`src/rtl/pio_cmd_initiator_if.sv`:
```
// Command/response handshake plus PIO register bus between the initiator and its environment.
// master: the initiator itself; slave: command source, response sink and PIO responder.
interface pio_cmd_initiator_if;
    logic        cmd_valid;
    logic        cmd_ready;
    logic        cmd_we;
    logic [9:0]  cmd_regnum;
    logic [19:0] cmd_addr;
    logic [31:0] cmd_wdata;
    logic        cmd_poll;
    logic        rsp_valid;
    logic        rsp_ready;
    logic [31:0] rsp_rdata;
    logic        rsp_timeout;
    logic        busy;
    logic [31:0] pio_cmd;
    logic [31:0] pio_wdata;
    logic [31:0] pio_rdata;

    modport master (
        input  cmd_valid, cmd_we, cmd_regnum, cmd_addr, cmd_wdata, cmd_poll,
        input  rsp_ready, pio_rdata,
        output cmd_ready, rsp_valid, rsp_rdata, rsp_timeout, busy, pio_cmd, pio_wdata
    );

    modport slave (
        output cmd_valid, cmd_we, cmd_regnum, cmd_addr, cmd_wdata, cmd_poll,
        output rsp_ready, pio_rdata,
        input  cmd_ready, rsp_valid, rsp_rdata, rsp_timeout, busy, pio_cmd, pio_wdata
    );
endinterface

```
`src/rtl/pio_cmd_initiator.sv`:
```
// Initiator for the FPGA PIO register protocol: valid/ready commands -> command/data words, read data back.
// Optional build macro PIO_RD_POLL_EN enables polled reads (resample until nonzero or POLL_MAX samples).
module pio_cmd_initiator #(
    parameter int unsigned HOLD_CYCLES = 2,
    parameter int unsigned READ_LAT    = 3,
    parameter logic [9:0]  IDLE_REGNUM = 10'h3FF,
    parameter int unsigned POLL_MAX    = 1024
) (
    input logic                 clk,
    input logic                 reset,
    pio_cmd_initiator_if.master bus
);
    localparam int unsigned MAX_LAT   = (HOLD_CYCLES > READ_LAT) ? HOLD_CYCLES : READ_LAT;
    localparam int unsigned CNT_W     = $clog2(MAX_LAT + 1);
    localparam int unsigned SAMP_W    = 11;
    localparam logic [31:0] IDLE_WORD = {2'b00, IDLE_REGNUM, 20'h0};

    if (HOLD_CYCLES == 0 || READ_LAT == 0 || POLL_MAX == 0 || POLL_MAX > 1024) begin : g_param_check
        $error("pio_cmd_initiator: illegal parameter value");
    end

    typedef enum logic [2:0] {
        S_IDLE, S_SETUP, S_STROBE, S_RELEASE, S_RD_WAIT, S_RESP
    } state_e;

    state_e             state_q, state_d;
    logic [CNT_W-1:0]   cnt_q, cnt_d;
    logic [9:0]         regnum_q, regnum_d;
    logic [19:0]        addr_q, addr_d;
    logic               cmd_ready_q, cmd_ready_d;
    logic               busy_q, busy_d;
    logic               rsp_valid_q, rsp_valid_d;
    logic [31:0]        rsp_rdata_q, rsp_rdata_d;
    logic [31:0]        pio_cmd_q, pio_cmd_d;
    logic [31:0]        pio_wdata_q, pio_wdata_d;
    logic               accept;
`ifdef PIO_RD_POLL_EN
    logic               poll_q, poll_d;
    logic [SAMP_W-1:0]  samp_q, samp_d;
    logic               rsp_timeout_q, rsp_timeout_d;
`else
    logic               unused_poll;
    assign unused_poll = bus.cmd_poll;
`endif

    assign accept = cmd_ready_q && bus.cmd_valid;

    // Next state; every output flop is loaded from a decode of the next state.
    always_comb begin
        state_d     = state_q;
        cnt_d       = cnt_q;
        regnum_d    = regnum_q;
        addr_d      = addr_q;
        rsp_rdata_d = rsp_rdata_q;
        pio_wdata_d = pio_wdata_q;
`ifdef PIO_RD_POLL_EN
        poll_d        = poll_q;
        samp_d        = samp_q;
        rsp_timeout_d = rsp_timeout_q;
`endif
        case (state_q)
            S_IDLE: begin
                if (accept) begin
                    regnum_d = bus.cmd_regnum;
                    addr_d   = bus.cmd_addr;
                    cnt_d    = '0;
                    if (bus.cmd_we) begin
                        state_d     = S_SETUP;
                        pio_wdata_d = bus.cmd_wdata;
                    end else begin
                        state_d = S_RD_WAIT;
`ifdef PIO_RD_POLL_EN
                        poll_d = bus.cmd_poll;
                        samp_d = '0;
`endif
                    end
                end
            end
            S_SETUP: begin
                state_d = S_STROBE;
                cnt_d   = '0;
            end
            S_STROBE: begin
                if (cnt_q == CNT_W'(HOLD_CYCLES - 1)) state_d = S_RELEASE;
                else                                  cnt_d   = cnt_q + CNT_W'(1);
            end
            S_RELEASE: state_d = S_IDLE;
            S_RD_WAIT: begin
                if (cnt_q == CNT_W'(READ_LAT - 1)) begin
                    cnt_d       = '0;
                    rsp_rdata_d = bus.pio_rdata;
`ifdef PIO_RD_POLL_EN
                    // Keep the read word up and resample while a polled read still sees zero.
                    if (poll_q && (bus.pio_rdata == 32'h0) &&
                        ((samp_q + SAMP_W'(1)) < SAMP_W'(POLL_MAX))) begin
                        samp_d = samp_q + SAMP_W'(1);
                    end else begin
                        state_d       = S_RESP;
                        rsp_timeout_d = poll_q && (bus.pio_rdata == 32'h0);
                    end
`else
                    state_d = S_RESP;
`endif
                end else begin
                    cnt_d = cnt_q + CNT_W'(1);
                end
            end
            S_RESP: begin
                if (bus.rsp_ready) state_d = S_IDLE;
            end
            default: state_d = S_IDLE;
        endcase

        cmd_ready_d = (state_d == S_IDLE);
        busy_d      = (state_d != S_IDLE);
        rsp_valid_d = (state_d == S_RESP);
        case (state_d)
            S_STROBE:         pio_cmd_d = {1'b0, 1'b1, regnum_d, addr_d};
            S_RD_WAIT, S_RESP: pio_cmd_d = {1'b0, 1'b0, regnum_d, addr_d};
            default:          pio_cmd_d = IDLE_WORD;
        endcase
    end

    always_ff @(posedge clk) begin
        if (reset) begin
            state_q     <= S_IDLE;
            cnt_q       <= '0;
            regnum_q    <= '0;
            addr_q      <= '0;
            cmd_ready_q <= 1'b0;
            busy_q      <= 1'b0;
            rsp_valid_q <= 1'b0;
            rsp_rdata_q <= '0;
            pio_cmd_q   <= IDLE_WORD;
            pio_wdata_q <= '0;
`ifdef PIO_RD_POLL_EN
            poll_q        <= 1'b0;
            samp_q        <= '0;
            rsp_timeout_q <= 1'b0;
`endif
        end else begin
            state_q     <= state_d;
            cnt_q       <= cnt_d;
            regnum_q    <= regnum_d;
            addr_q      <= addr_d;
            cmd_ready_q <= cmd_ready_d;
            busy_q      <= busy_d;
            rsp_valid_q <= rsp_valid_d;
            rsp_rdata_q <= rsp_rdata_d;
            pio_cmd_q   <= pio_cmd_d;
            pio_wdata_q <= pio_wdata_d;
`ifdef PIO_RD_POLL_EN
            poll_q        <= poll_d;
            samp_q        <= samp_d;
            rsp_timeout_q <= rsp_timeout_d;
`endif
        end
    end

    assign bus.cmd_ready = cmd_ready_q;
    assign bus.busy      = busy_q;
    assign bus.rsp_valid = rsp_valid_q;
    assign bus.rsp_rdata = rsp_rdata_q;
    assign bus.pio_cmd   = pio_cmd_q;
    assign bus.pio_wdata = pio_wdata_q;
`ifdef PIO_RD_POLL_EN
    assign bus.rsp_timeout = rsp_timeout_q;
`else
    assign bus.rsp_timeout = 1'b0;
`endif
endmodule
```
`src/flat_wrapper.sv`:
```
// flat-port wrapper written by rule: the top's interface ports become plain ports
module pio_cmd_initiator_flat 
#(
    parameter int unsigned HOLD_CYCLES = 2,
    parameter int unsigned READ_LAT    = 3,
    parameter logic [9:0]  IDLE_REGNUM = 10'h3FF,
    parameter int unsigned POLL_MAX    = 1024
)
  (clk, reset, bus_cmd_valid, bus_cmd_we, bus_cmd_regnum, bus_cmd_addr, bus_cmd_wdata, bus_cmd_poll, bus_rsp_ready, bus_pio_rdata, bus_cmd_ready, bus_rsp_valid, bus_rsp_rdata, bus_rsp_timeout, bus_busy, bus_pio_cmd, bus_pio_wdata);
  pio_cmd_initiator_if bus_i ();
  input logic clk;
  input logic reset;
  input wire logic [$bits(bus_i.cmd_valid)-1:0] bus_cmd_valid;
  input wire logic [$bits(bus_i.cmd_we)-1:0] bus_cmd_we;
  input wire logic [$bits(bus_i.cmd_regnum)-1:0] bus_cmd_regnum;
  input wire logic [$bits(bus_i.cmd_addr)-1:0] bus_cmd_addr;
  input wire logic [$bits(bus_i.cmd_wdata)-1:0] bus_cmd_wdata;
  input wire logic [$bits(bus_i.cmd_poll)-1:0] bus_cmd_poll;
  input wire logic [$bits(bus_i.rsp_ready)-1:0] bus_rsp_ready;
  input wire logic [$bits(bus_i.pio_rdata)-1:0] bus_pio_rdata;
  output wire logic [$bits(bus_i.cmd_ready)-1:0] bus_cmd_ready;
  output wire logic [$bits(bus_i.rsp_valid)-1:0] bus_rsp_valid;
  output wire logic [$bits(bus_i.rsp_rdata)-1:0] bus_rsp_rdata;
  output wire logic [$bits(bus_i.rsp_timeout)-1:0] bus_rsp_timeout;
  output wire logic [$bits(bus_i.busy)-1:0] bus_busy;
  output wire logic [$bits(bus_i.pio_cmd)-1:0] bus_pio_cmd;
  output wire logic [$bits(bus_i.pio_wdata)-1:0] bus_pio_wdata;
  assign bus_i.cmd_valid = bus_cmd_valid;
  assign bus_i.cmd_we = bus_cmd_we;
  assign bus_i.cmd_regnum = bus_cmd_regnum;
  assign bus_i.cmd_addr = bus_cmd_addr;
  assign bus_i.cmd_wdata = bus_cmd_wdata;
  assign bus_i.cmd_poll = bus_cmd_poll;
  assign bus_i.rsp_ready = bus_rsp_ready;
  assign bus_i.pio_rdata = bus_pio_rdata;
  assign bus_cmd_ready = bus_i.cmd_ready;
  assign bus_rsp_valid = bus_i.rsp_valid;
  assign bus_rsp_rdata = bus_i.rsp_rdata;
  assign bus_rsp_timeout = bus_i.rsp_timeout;
  assign bus_busy = bus_i.busy;
  assign bus_pio_cmd = bus_i.pio_cmd;
  assign bus_pio_wdata = bus_i.pio_wdata;
  pio_cmd_initiator #(.HOLD_CYCLES(HOLD_CYCLES), .READ_LAT(READ_LAT), .IDLE_REGNUM(IDLE_REGNUM), .POLL_MAX(POLL_MAX)) u_core (.clk(clk), .reset(reset), .bus(bus_i));
endmodule
```
`config.mk`:
```
export PLATFORM = sky130hd
export DESIGN_NAME = pio_cmd_initiator_flat
export DESIGN_NICKNAME = d
export VERILOG_FILES = /design/src/rtl/pio_cmd_initiator_if.sv /design/src/rtl/pio_cmd_initiator.sv /design/src/flat_wrapper.sv
export SDC_FILE = /design/constraint.sdc
export NUM_CORES = 1
export LEC_CHECK = 0
export CELL_PAD_IN_SITES_DETAIL_PLACEMENT = 2
export CELL_PAD_IN_SITES_GLOBAL_PLACEMENT = 2
export CORE_ASPECT_RATIO = 0.75
export CORE_MARGIN = 2
export CORE_UTILIZATION = 27
export DETAILED_ROUTE_END_ITERATION = 8
export PLACE_DENSITY_LB_ADDON = 0.05
export SLEW_MARGIN = 20
export SYNTH_ARGS = -nofsm -noshare
export SYNTH_HDL_FRONTEND = slang
export SYNTH_SLANG_ARGS = --single-unit
```
`constraint.sdc`:
```
create_clock -name clk -period 3.01 [get_ports clk]
set_input_delay 0.602 -clock clk [delete_from_list [all_inputs] [get_ports clk]]
set_output_delay 0.602 -clock clk [all_outputs]
set_load 0.05 [all_outputs]
```
### Yosys cells after proc, flatten, opt, wreduce, memory -nomap -nowiden

Cells that the tools add are included.

| operators by class | value |
|---|---|
| reductions and logical operators | 9 |
| equality and inequality tests | 11 |
| multiplexer cells | 15 |
| add/subtract/negate cells | 1 |

Operator list:

| cell | number |
|---|---|
| $pmux W31 S2 | 1 |
| $mux W20 | 2 |
| $mux W10 | 2 |
| $mux W3 | 5 |
| $pmux W3 S5 | 1 |
| $eq A3 B3 Y1 const B | 4 |
| $pmux W2 S4 | 1 |
| $eq A3 B2 Y1 const B | 2 |
| $logic_not A3 Y1 | 2 |
| $mux W2 | 3 |
| $reduce_and A3 Y1 | 2 |
| $reduce_bool A4 Y1 | 1 |
| $eq A3 B1 Y1 const B | 1 |
| $reduce_bool A3 Y1 | 1 |
| $add A2 B1 Y2 const B | 1 |
| $eq A2 B1 Y1 const B | 1 |
| $eq A2 B2 Y1 const B | 1 |
| $ne A2 B1 Y1 const B | 1 |
| $ne A2 B2 Y1 const B | 1 |
| $reduce_and A2 Y1 | 1 |
| $reduce_or A2 Y1 | 1 |
| $logic_and A1 B1 Y1 | 1 |

| word-level totals | value |
|---|---|
| input port bits | 100 |
| output and inout port bits | 100 |
| flip-flop bits (word level) | 134 |

### Depth between registers and ports, before layout

| logic depth | value |
|---|---|
| depth in word-level cells | 6 |
| mapped depth | 7 |
| gate-level depth less buffers | 5 |

### Least setup slack after synthesis

OpenSTA, ideal clock, no wires.

| path | value |
|---|---|
| kind | flip-flop to flip-flop |
| from | register u_core.cnt_q[1] |
| to | register u_core.pio_cmd_q[20] (netlist: u_core.bus.pio_cmd[20]) |
| data arrival time | 1642 ps |
| clock period less this slack | 1769 ps |
| setup slack | 1241 ps |
| setup time | 127 ps |
| required time | 2883 ps |
| cell stages (with the launch flop) | 8 |
| path through | dfxtp_1 inv_1 ha_1 or4b_4 o311ai_1 buf_2 buf_4 a2bb2oi_1 |

| between the ends | value |
|---|---|
| cells in the longest elaborated chain, start to end | 6 |
| elaborated cells on any way between the ends | 10 |
| those cells by class | 5 x eq/ne; 4 x mux; 1 x reduce/logical |

RTL lines:

| element | RTL line | RTL |
|---|---|---|
| start: declaration | pio_cmd_initiator.sv:27 | `logic [CNT_W-1:0] cnt_q, cnt_d;` |
| start signal: assignment | pio_cmd_initiator.sv:143 | `cnt_q <= cnt_d;` |
| $eq A2 B2 Y1 or $eq A2 B1 Y1 (tied branches) | pio_cmd_initiator.sv:89, pio_cmd_initiator.sv:84 |  |
| $mux W3 (on tied branches) | pio_cmd_initiator.sv:89, pio_cmd_initiator.sv:84 |  |
| $pmux W3 S5 (*) | pio_cmd_initiator.sv:61 | `case (state_q)` |
| $eq A3 B3 Y1 | pio_cmd_initiator.sv:117 | `case (state_d)` |
| $reduce_or A2 Y1 | pio_cmd_initiator.sv:117 |  |
| $pmux W31 S2 (*) | pio_cmd_initiator.sv:117 |  |
| end signal: assignment | pio_cmd_initiator.sv:150 | `pio_cmd_q <= pio_cmd_d;` |
| end: declaration | pio_cmd_initiator.sv:34 | `logic [31:0] pio_cmd_q, pio_cmd_d;` |

Mark *: on every way between the ends. The rest lies on a longest branch, timed or not.
A chain may end at the register's enable or synchronous reset.

### Worst setup path after layout

| path | value |
|---|---|
| from | register u_core.state_q[2] |
| to | register u_core.pio_cmd_q[1] (netlist: u_core.bus.pio_cmd[1]) |

| between the ends | value |
|---|---|
| cells in the longest elaborated chain, start to end | 5 |
| elaborated cells on any way between the ends | 16 |
| those cells by class | 7 x eq/ne; 7 x mux; 2 x reduce/logical |

RTL lines:

| element | RTL line | RTL |
|---|---|---|
| start: declaration | pio_cmd_initiator.sv:26 | `state_e state_q, state_d;` |
| start signal: assignment | pio_cmd_initiator.sv:142 | `state_q <= state_d;` |
| $eq A3 B3 Y1, or another cell as far along | pio_cmd_initiator.sv:61 |  |
| $pmux W3 S5 | pio_cmd_initiator.sv:61 |  |
| $eq A3 B3 Y1 | pio_cmd_initiator.sv:117 |  |
| $reduce_or A2 Y1 | pio_cmd_initiator.sv:117 |  |
| $pmux W31 S2 (*) | pio_cmd_initiator.sv:117 |  |

Marked as above.

==> key figures <==
Timing
  – Clk_skew: 0.00802 ns
  – Slew Limit Headroom: 0.286
  – Hold Vio Cnt, Final: 0
  – Final period utilization: 0.778
  – WHS: 0.456 ns
  – Peak Freq: 0.427 GHz
  – Post-Route Setup TNS: 0 ns
  – Worst-margin pin slew: ~1.1 ns
  – RSZ-0062 raised after global routing: no
  – Tmin final: 2.34 ns
  – Final slew viol count: 0
  – Final setup fails: 0

Yosys
  – Synth Flop Type: dfxtp_1
  – Warnings, synthesis: 0
  – Register area share after synthesis: 0.511
  – Post-Syn Area: 0.00521 mm²
  – Avg Cell Area, Syn: 8.96 µm²
  – Yosys reg bits: 133
  – Instance count of the mapped netlist: 582
  – Asr flop ratio synth: 0
  – Post-synth EDFFs: 0
  – Post-synth cell types: 45

Power
  – Clock power share: 0.447
  – Internal power: 3.31 mW
  – P_sw: 1.30 mW
  – Share of power burned in registers: 0.402
  – Leak: 2.65 nW
  – Power Density: between 500 and 600 mW/mm²
  – Combinational share of power: 0.150
  – Max VDD drop: about 270 µV
  – Fraction of power spent switching nets: 0.282

Min path
  – Worst Hold Class: flop to flop
  – Hold Path Depth: 2

Layout
  – Layout net count: 844
  – Finished Core Util: 0.423
  – Layout cells sized above 1: 0.0744
  – Most frequent cells in the layout: clkdlybuf4s50_1 (195), dfxtp_1 (133), a21oi_1 (95)
  – Commonest non-fill, non-tap cell in the layout: clkdlybuf4s50_1
  – Diode count: 0
  – # fillers: 2034
  – P&R area growth vs syn: 52.0%

Clock tree
  – Clk sink count: 133
  – CTS clock-pin slew for the worst setup and hold paths: about 0.06 ns
  – Longest Clk Path Bufs: 2
  – CTS H-tree lvls: 4
  – Cts bufs inserted: 17
  – CTS Root Cell: clkbuf_16
  – CTS tree: yes
  – Worst skew pair latency: 0.42 ns
  – Post_cts resized: 0
  – Postcts setup bufs: 0
  – CTS Hold Buffers Added: 0

Critical path
  – Critical path buffers and inverters: 0
  – Reg2reg path depth: 3
  – Crit path launch type: flop
  – Critical-path maximum fanout: 57
  – Critical path type: flop to flop
  – Crit path max-delay family: simple AND/OR/NAND/NOR gates
  – Critical Path RT: 3.37 ns
  – CP max stage delay: 0.75 ns
  – Slowest stage cell on the critical path: nor3_4
  – Critical path depth: 3
  – Crit path DAT: 2.70 ns
  – Crit path capture type: flop
  – CP Cell Sequence: or3_4, nor3_4, a32o_1

Floorplanning
  – Core area: around 0.019 mm²
  – Die Width: 164 µm
  – Chip height: 124 µm
  – Die area: around 0.020 mm²
  – Top-Level Pins: 200
  – Rows: 43
  – Initial Utilization: 0.278

GRT
  – Largest net degree at the start of global routing: 66
  – Vias in the first global route: 5618
  – Global-route wire length before repair: 30.9 mm
  – GRT Total Usage: 0.192
  – Gr ovfl total: 0
  – Initial antenna violation count: 0

Routing
  – DRC violations left: 0
  – Initial DRC count: 231
  – Via/cell ratio: 5.17
  – Drt wl/cell: 19.3 µm
  – Vias: slightly above 5k
  – 1st-pass router iterations: 4
  – Final wirelength: 19.3 mm
  – Routed Antenna Nets: 0

Placement
  – Port-buffer cells: slightly below 200
  – Routability cong.: 0.726
  – Hpwl dp: between 10 and 15 mm

Outcome
  – Status: finished clean

Flow run
  – Max cap viols: 0
==> synth_stat cells (10+ instances only) <==
cell       number  area share
clkbuf_1       49       0.035
buf_2          10      0.0096
nand2_1        67       0.048
nand3_1        32       0.031
dfxtp_1       133        0.51
a32o_1         19       0.036
o21ai_0        33       0.032
a21oi_1        95       0.091
nor4_1         10       0.012
nand4_1        32       0.038
a2bb2oi_1      10       0.017
o31ai_1        32       0.046
==> per-layer routing <==
layer / global-route usage / share of wire / up-vias
met5: 0 / 0 / -
met4: 0.0517 / 0.013 / 0
met1: 0.243 / 0.45 / 2573
li1: - / - / 2449
met3: 0.0679 / 0.069 / 17
met2: 0.308 / 0.47 / 131
==> area by class of cell <==
type | count | area (µm²) | area share
Tap cell | 247 | 309 | 0.0390
Timing Repair Buffer | 207 | 2080 | 0.262
Clock buffer | 17 | 425 | 0.0537
Multi-Input combinational cell | 378 | 2280 | 0.288
Clock inverter | 15 | 154 | 0.0194
Sequential cell | 133 | 2660 | 0.336
Inverter | 3 | 11.3 | 0.00142
==> metrics by stage <==
step,cell area (µm²),std cells,setup WS [ns],power [mW]
6_report,7930,1000,0.668,4.61
5_1_grt,7930,1000,0.547,4.83
4_1_cts,7920,1000,0.620,4.67
3_5_place_dp,7340,968,0.525,2.59
3_3_place_gp,7340,968,0.564,2.57
2_1_floorplan,5220,583,1.24,2.28
==> worst paths after layout <==
path	slack, ns	end	from
worst min register to register	0.46	u_core.bus.rsp_rdata[29]	u_core.bus.rsp_rdata[29]
worst min-delay path	0.46	u_core.bus.rsp_rdata[29]	u_core.bus.rsp_rdata[29]
worst max-delay path	0.67	u_core.bus.pio_cmd[1]	u_core.state_q[2]
worst max register to register	0.67	u_core.bus.pio_cmd[1]	u_core.state_q[2]
==> worst min-delay path, stage by stage, from the launching register on <==
cell	delay [ns]
dfxtp_1	0.31
nand2_1	0.05
a21oi_1	0.05
==> registers in the layout, indices dropped and copies added, names as in the netlist <==
signal and count:
u_core.bus.pio_wdata 32, u_core.bus.pio_cmd 31, u_core.regnum_q 10, u_core.cnt_q 2, u_core.bus.rsp_rdata 32, u_core.addr_q 20, u_core.state_q 3, u_core.bus.cmd_ready 1
u_core.bus.rsp_valid 1, u_core.bus.busy 1
==> cell families after synthesis <==
| kind of cell | count (synthesis) | share of synthesized area |
|---|---|---|
| other | 1 | 0.000719 |
| flip-flops | 133 | 0.511 |
| AO/OA/AOI/OAI | 198 | 0.241 |
| adder cells (fa/ha/maj) | 4 | 0.00960 |
| AND/OR/NAND/NOR | 171 | 0.173 |
| multiplexers | 2 | 0.00384 |
| buffers and inverters | 72 | 0.0600 |
| XOR/XNOR | 1 | 0.00168 |
==> power groups by stage <==
stage / Sequential [mW] / Clock [mW] / Combinational, mW
3_3_place_gp: 1.89 / 0 / 0.683
4_1_cts: 1.86 / 2.11 / 0.702
6_report: 1.86 / 2.06 / 0.694
2_1_floorplan: 2.01 / 0 / 0.263
3_5_place_dp: 1.90 / 0 / 0.698
5_1_grt: 1.86 / 2.22 / 0.742
(Power assumes the default switching activity.)
==> patch 1 (same flow settings) <==
The option `PIO_RD_POLL_EN` is turned on by a define.
--- a/src/rtl/pio_cmd_initiator.sv
+++ b/src/rtl/pio_cmd_initiator.sv
@@ -1,5 +1,7 @@
 // Initiator for the FPGA PIO register protocol: valid/ready commands -> command/data words, read data back.
 // Optional build macro PIO_RD_POLL_EN enables polled reads (resample until nonzero or POLL_MAX samples).
+`define PIO_RD_POLL_EN
+
 module pio_cmd_initiator #(
     parameter int unsigned HOLD_CYCLES = 2,
     parameter int unsigned READ_LAT    = 3,
Formal check against the unedited RTL: not equivalent (a bounded check fails within 10 cycles, from zero or initial values and one cycle with reset high).
==> patch 1 against the original RTL <==
Area after synthesis decreased by 0.12%; power increased by 4.2%; final area increased by 1.8%; utilization increased by 0.87 points; routed wire length decreased by 5.1%; combinational power decreased by 10%; die area decreased by 0.12%; worst setup slack got worse by 290 ps; register-to-register slack improved by 40 ps; critical path depth increased by 5; sequential cell count increased by 13; worst hold slack got worse by 1.1 ps; critical path type is now in2reg; highest routed layer unchanged.
==> patch 1: results <==
group,metric,value,unit
yosys,mappedNetlistNets,697,
critical_path,r2r_start,"u_core.state_q[0]$_SDFF_PP0_",
placed_design,gp_congestion,0.7654,
global_routing,grt_pass1_wl,28720,µm
run_status,outcome,"finished clean",
global_routing,antenna_found_initial,0,
clock_tree,post_cts_buffers,0,
placed_design,place_ws,-91.20,ps
worst_hold_path,hold_end,"u_core.bus.rsp_rdata[5]$_SDFFE_PP0P_",
critical_path,reg2reg_to,"u_core.bus.pio_wdata[1]$_SDFFE_PP0P_",
layout,finalNetCount,890,
critical_path,rr_worst_depth,7,
global_routing,grt_use_total,18.04,%
layout,multi_input_area,2110,µm²
layout,nFillCells,2051,
global_routing,first_global_vias,5192,
global_routing,grt_max_degree,67,
detailed_routing,vias_per_cell,4.643,
critical_path,cp.arrival,2980,ps
critical_path,crit_fanout,4,
layout,drive_gt1_share,7.760,%
timing,maxSlewHeadroom,48.70,%
pwr,switching_share,27.06,%
worst_hold_path,worstHoldStart,"u_core.bus.rsp_rdata[5]$_SDFFE_PP0P_",
placed_design,dpl_cell_area,7468,µm²
clock_tree,clk_latency,420,ps
timing,finClkSkew,12.39,ps
yosys,synth_seq_area_share,56.14,%
yosys,netlist-cell-type-count,41,
clock_tree,ctsResizeCount,0,
detailed_routing,wl_per_cell,17.56,µm
yosys,synth_top_cells_by_area,"dfxtp_1 56%, nand2_1 11%, a21oi_1 7.7%, mux2i_1 6.0%, nor2_1 3.0%",
placed_design,dpl.hpwl,12880,µm
worst_hold_path,hp-class,"reg2reg",
detailed_routing,drt_iter0_drc,184,
pwr,p_leak,0.002980,µW
placed_design,portBuffers,198,
yosys,synthTopCellsByCount,"150 x nand2_1, 146 x dfxtp_1, 80 x a21oi_1, 42 x nor2_1, 31 x mux2i_1",
critical_path,r2r_setup_slack,710,ps
clock_tree,h-tree-depth,4,
layout,diodes,0,
pwr,vdd_ir_drop_max,314.5,µV
clock_tree,numCtsBuffers,17,
## patch 1: cell count changes after synthesis, sizes merged, moves of 19 or more
cell / change
clkbuf: -21
nor3: +25
a32o: -19
nand2: +83
nand4: -27
o31ai: -29
o21ai: -27
nor2: +41
mux2i: +29
nand3: -24
## patch 1: logic make-up (layout without fill, tap and decap cells)
group / after synthesis / count (layout) / share of synthesized area (%)
buf+inv: 44 / 250 / 3.485
flops: 146 / 146 / 56.14
other cells: 1 / 1 / 0.07203
simple gates: 267 / 267 / 22.88
xor+xnor: 4 / 4 / 0.6730
fa+ha+maj: 4 / 4 / 0.9613
mux: 31 / 31 / 5.960
compound gates: 96 / 96 / 9.830
## patch 1: critical path, cell delays in order
cell and delay (ps):
clkdlybuf4s50_1 430, nor4_1 520, buf_4 200, nand4_1 120, nor3_4 260, nand3_2 160, or4_1 520, a21oi_1 170
## patch 1: layout make-up
type                       count  area share [%]
inverter                       4          0.1862
tap                          247           3.832
sequential                   146           36.24
clock buffer                  17           5.275
timing repair buffer         214           26.19
clock inverter                15           2.125
multi-input combinational    403           26.16
## patch 1: per-layer routing
layer / vias up / share of wire (%) / GRT usage, %
li1: 2365 / - / -
met1: 2346 / 46 / 23.07
met2: 136 / 46 / 29.21
met3: 10 / 7.2 / 6.460
met4: 0 / 0.82 / 3.715
met5: - / 0 / 0
## patch 1: power by group through the flow
stage / Combinational (µW) / Sequential [µW] / Clock [µW]
2_1_floorplan: 195 / 2200 / 0
3_3_place_gp: 606 / 2070 / 0
3_5_place_dp: 624 / 2070 / 0
4_1_cts: 630 / 2030 / 2220
5_1_grt: 665 / 2030 / 2310
6_report: 622 / 2030 / 2160
## patch 1: metrics by stage
| step | hold slack, ps | instances |
|---|---|---|
| 3_3_place_gp | 440.6 | 1014 |
| 4_1_cts | 458.6 | 1046 |
| 2_1_floorplan | 434.0 | 593 |
| 3_5_place_dp | 449.6 | 1014 |
| 5_1_grt | 476.4 | 1046 |
| 6_report | 454.9 | 1046 |
## patch 1: worst max-delay path by stage
stage / start / end / slack (ps) / depth (start not counted)
final: bus_pio_rdata[28] / u_core.samp_q[7]$_SDFFE_PP0P_ / 370 / 8
after global placement: bus_pio_rdata[28] / u_core.samp_q[8]$_SDFFE_PP0P_ / 80 / 9
after detailed placement: bus_pio_rdata[28] / u_core.samp_q[3]$_SDFFE_PP0P_ / -90 / 9
after floorplan: bus_pio_rdata[28] / u_core.samp_q[5]$_SDFFE_PP0P_ / 930 / 6
after CTS: bus_pio_rdata[28] / u_core.samp_q[3]$_SDFFE_PP0P_ / 330 / 9
after global routing: bus_pio_rdata[28] / u_core.samp_q[3]$_SDFFE_PP0P_ / 160 / 9
==> patch 2 (same settings) <==
Without the edit above. Encoding of `state_e`: now one-hot (6 bits for 6 states).
--- a/src/rtl/pio_cmd_initiator.sv
+++ b/src/rtl/pio_cmd_initiator.sv
@@ -19,8 +19,8 @@
         $error("pio_cmd_initiator: illegal parameter value");
     end
 
-    typedef enum logic [2:0] {
-        S_IDLE, S_SETUP, S_STROBE, S_RELEASE, S_RD_WAIT, S_RESP
+    typedef enum logic [5:0] {
+        S_IDLE = 6'b000001, S_SETUP = 6'b000010, S_STROBE = 6'b000100, S_RELEASE = 6'b001000, S_RD_WAIT = 6'b010000, S_RESP = 6'b100000
     } state_e;
 
     state_e             state_q, state_d;
Behaviour: no difference found for any inputs over 10 cycles, from zero or initial values and one cycle with reset high; not proved beyond that.
==> patch 2 against the original RTL <==
Power rose by 2.9%; sequential power grew 3%; area after synthesis down 8.8%; combinational power shrank 6.6%; sequential cell count grew 3; routed wire length down 20%; final area down 5.2%; worst setup slack lost 230 ps; clock skew increased by 4.7 ps.
==> patch 2: results <==
group,metric,value,unit
run_status,outcome,"finished clean",
placed_design,dpl.hpwl,10710,µm
timing,maxSlewHeadroom,48.96,%
layout,drive_gt1_share,9.257,%
layout,nFillCells,1823,
placed_design,gp_congestion,0.6756,
layout,multi_input_area,1819,µm²
critical_path,critPathMaxStageDelay,700,ps
detailed_routing,drt_iter0_drc,117,
critical_path,rr_worst_depth,5,
pwr,p_leak,0.002805,µW
critical_path,r2r_setup_slack,440,ps
yosys,synth_seq_area_share,57.28,%
critical_path,r2r_start,"u_core.state_q[5]$_SDFF_PP0_",
critical_path,cp_slowest_cell,"or4_2",
timing,finClkSkew,12.77,ps
global_routing,grt_use_total,16.84,%
yosys,synthTopCellsByCount,"141 x nand2_1, 136 x dfxtp_1, 68 x a21oi_1, 37 x nor2_1, 30 x mux2i_1",
layout,finalNetCount,804,
placed_design,place_ws,287.8,ps
placed_design,dpl_cell_area,6892,µm²
global_routing,first_global_vias,4619,
critical_path,cp.arrival,2830,ps
critical_path,reg2reg_to,"u_core.addr_q[9]$_SDFF_PP0_",
timing,fin_hold_ws,452.4,ps
detailed_routing,wl_per_cell,16.28,µm
worst_hold_path,hold_end,"u_core.bus.rsp_rdata[22]$_SDFFE_PP0P_",
==> patch 2: cell type report <==
cell class,count,area share [%]
Timing Repair Buffer,205,27.15
Multi-Input combinational cell,336,24.22
Inverter,4,0.1999
Clock inverter,13,2.232
Tap cell,236,3.931
Sequential cell,136,36.24
Clock buffer,19,6.029
==> patch 2: power by group <==
part / switching (µW) / internal, µW
Sequential: 35.5 / 1870
Clock: 834 / 1350
Combinational: 370 / 278
Total: 1240 / 3510
==> patch 2: routing by layer <==
metal  wire length (µm)  GRT usage, %  vias up
li1                   -             -     2057
met2               7735         29.78      119
met4                246         5.511        0
met3               1140         6.405       19
met1               6325         18.47     2040
met5                  0             0        -
==> patch 2: kinds of logic after synthesis <==
family                     Yosys count  synth area share [%]
buffers and inverters               42                 4.554
and+or+nand+nor                    220                 21.48
DFF                                136                 57.28
adders and majority gates            4                 1.053
muxes                               30                 6.317
xor gates and xnor gates             1                0.1843
other                                1               0.07889
AOI/OAI and AO/OA                   79                 9.055
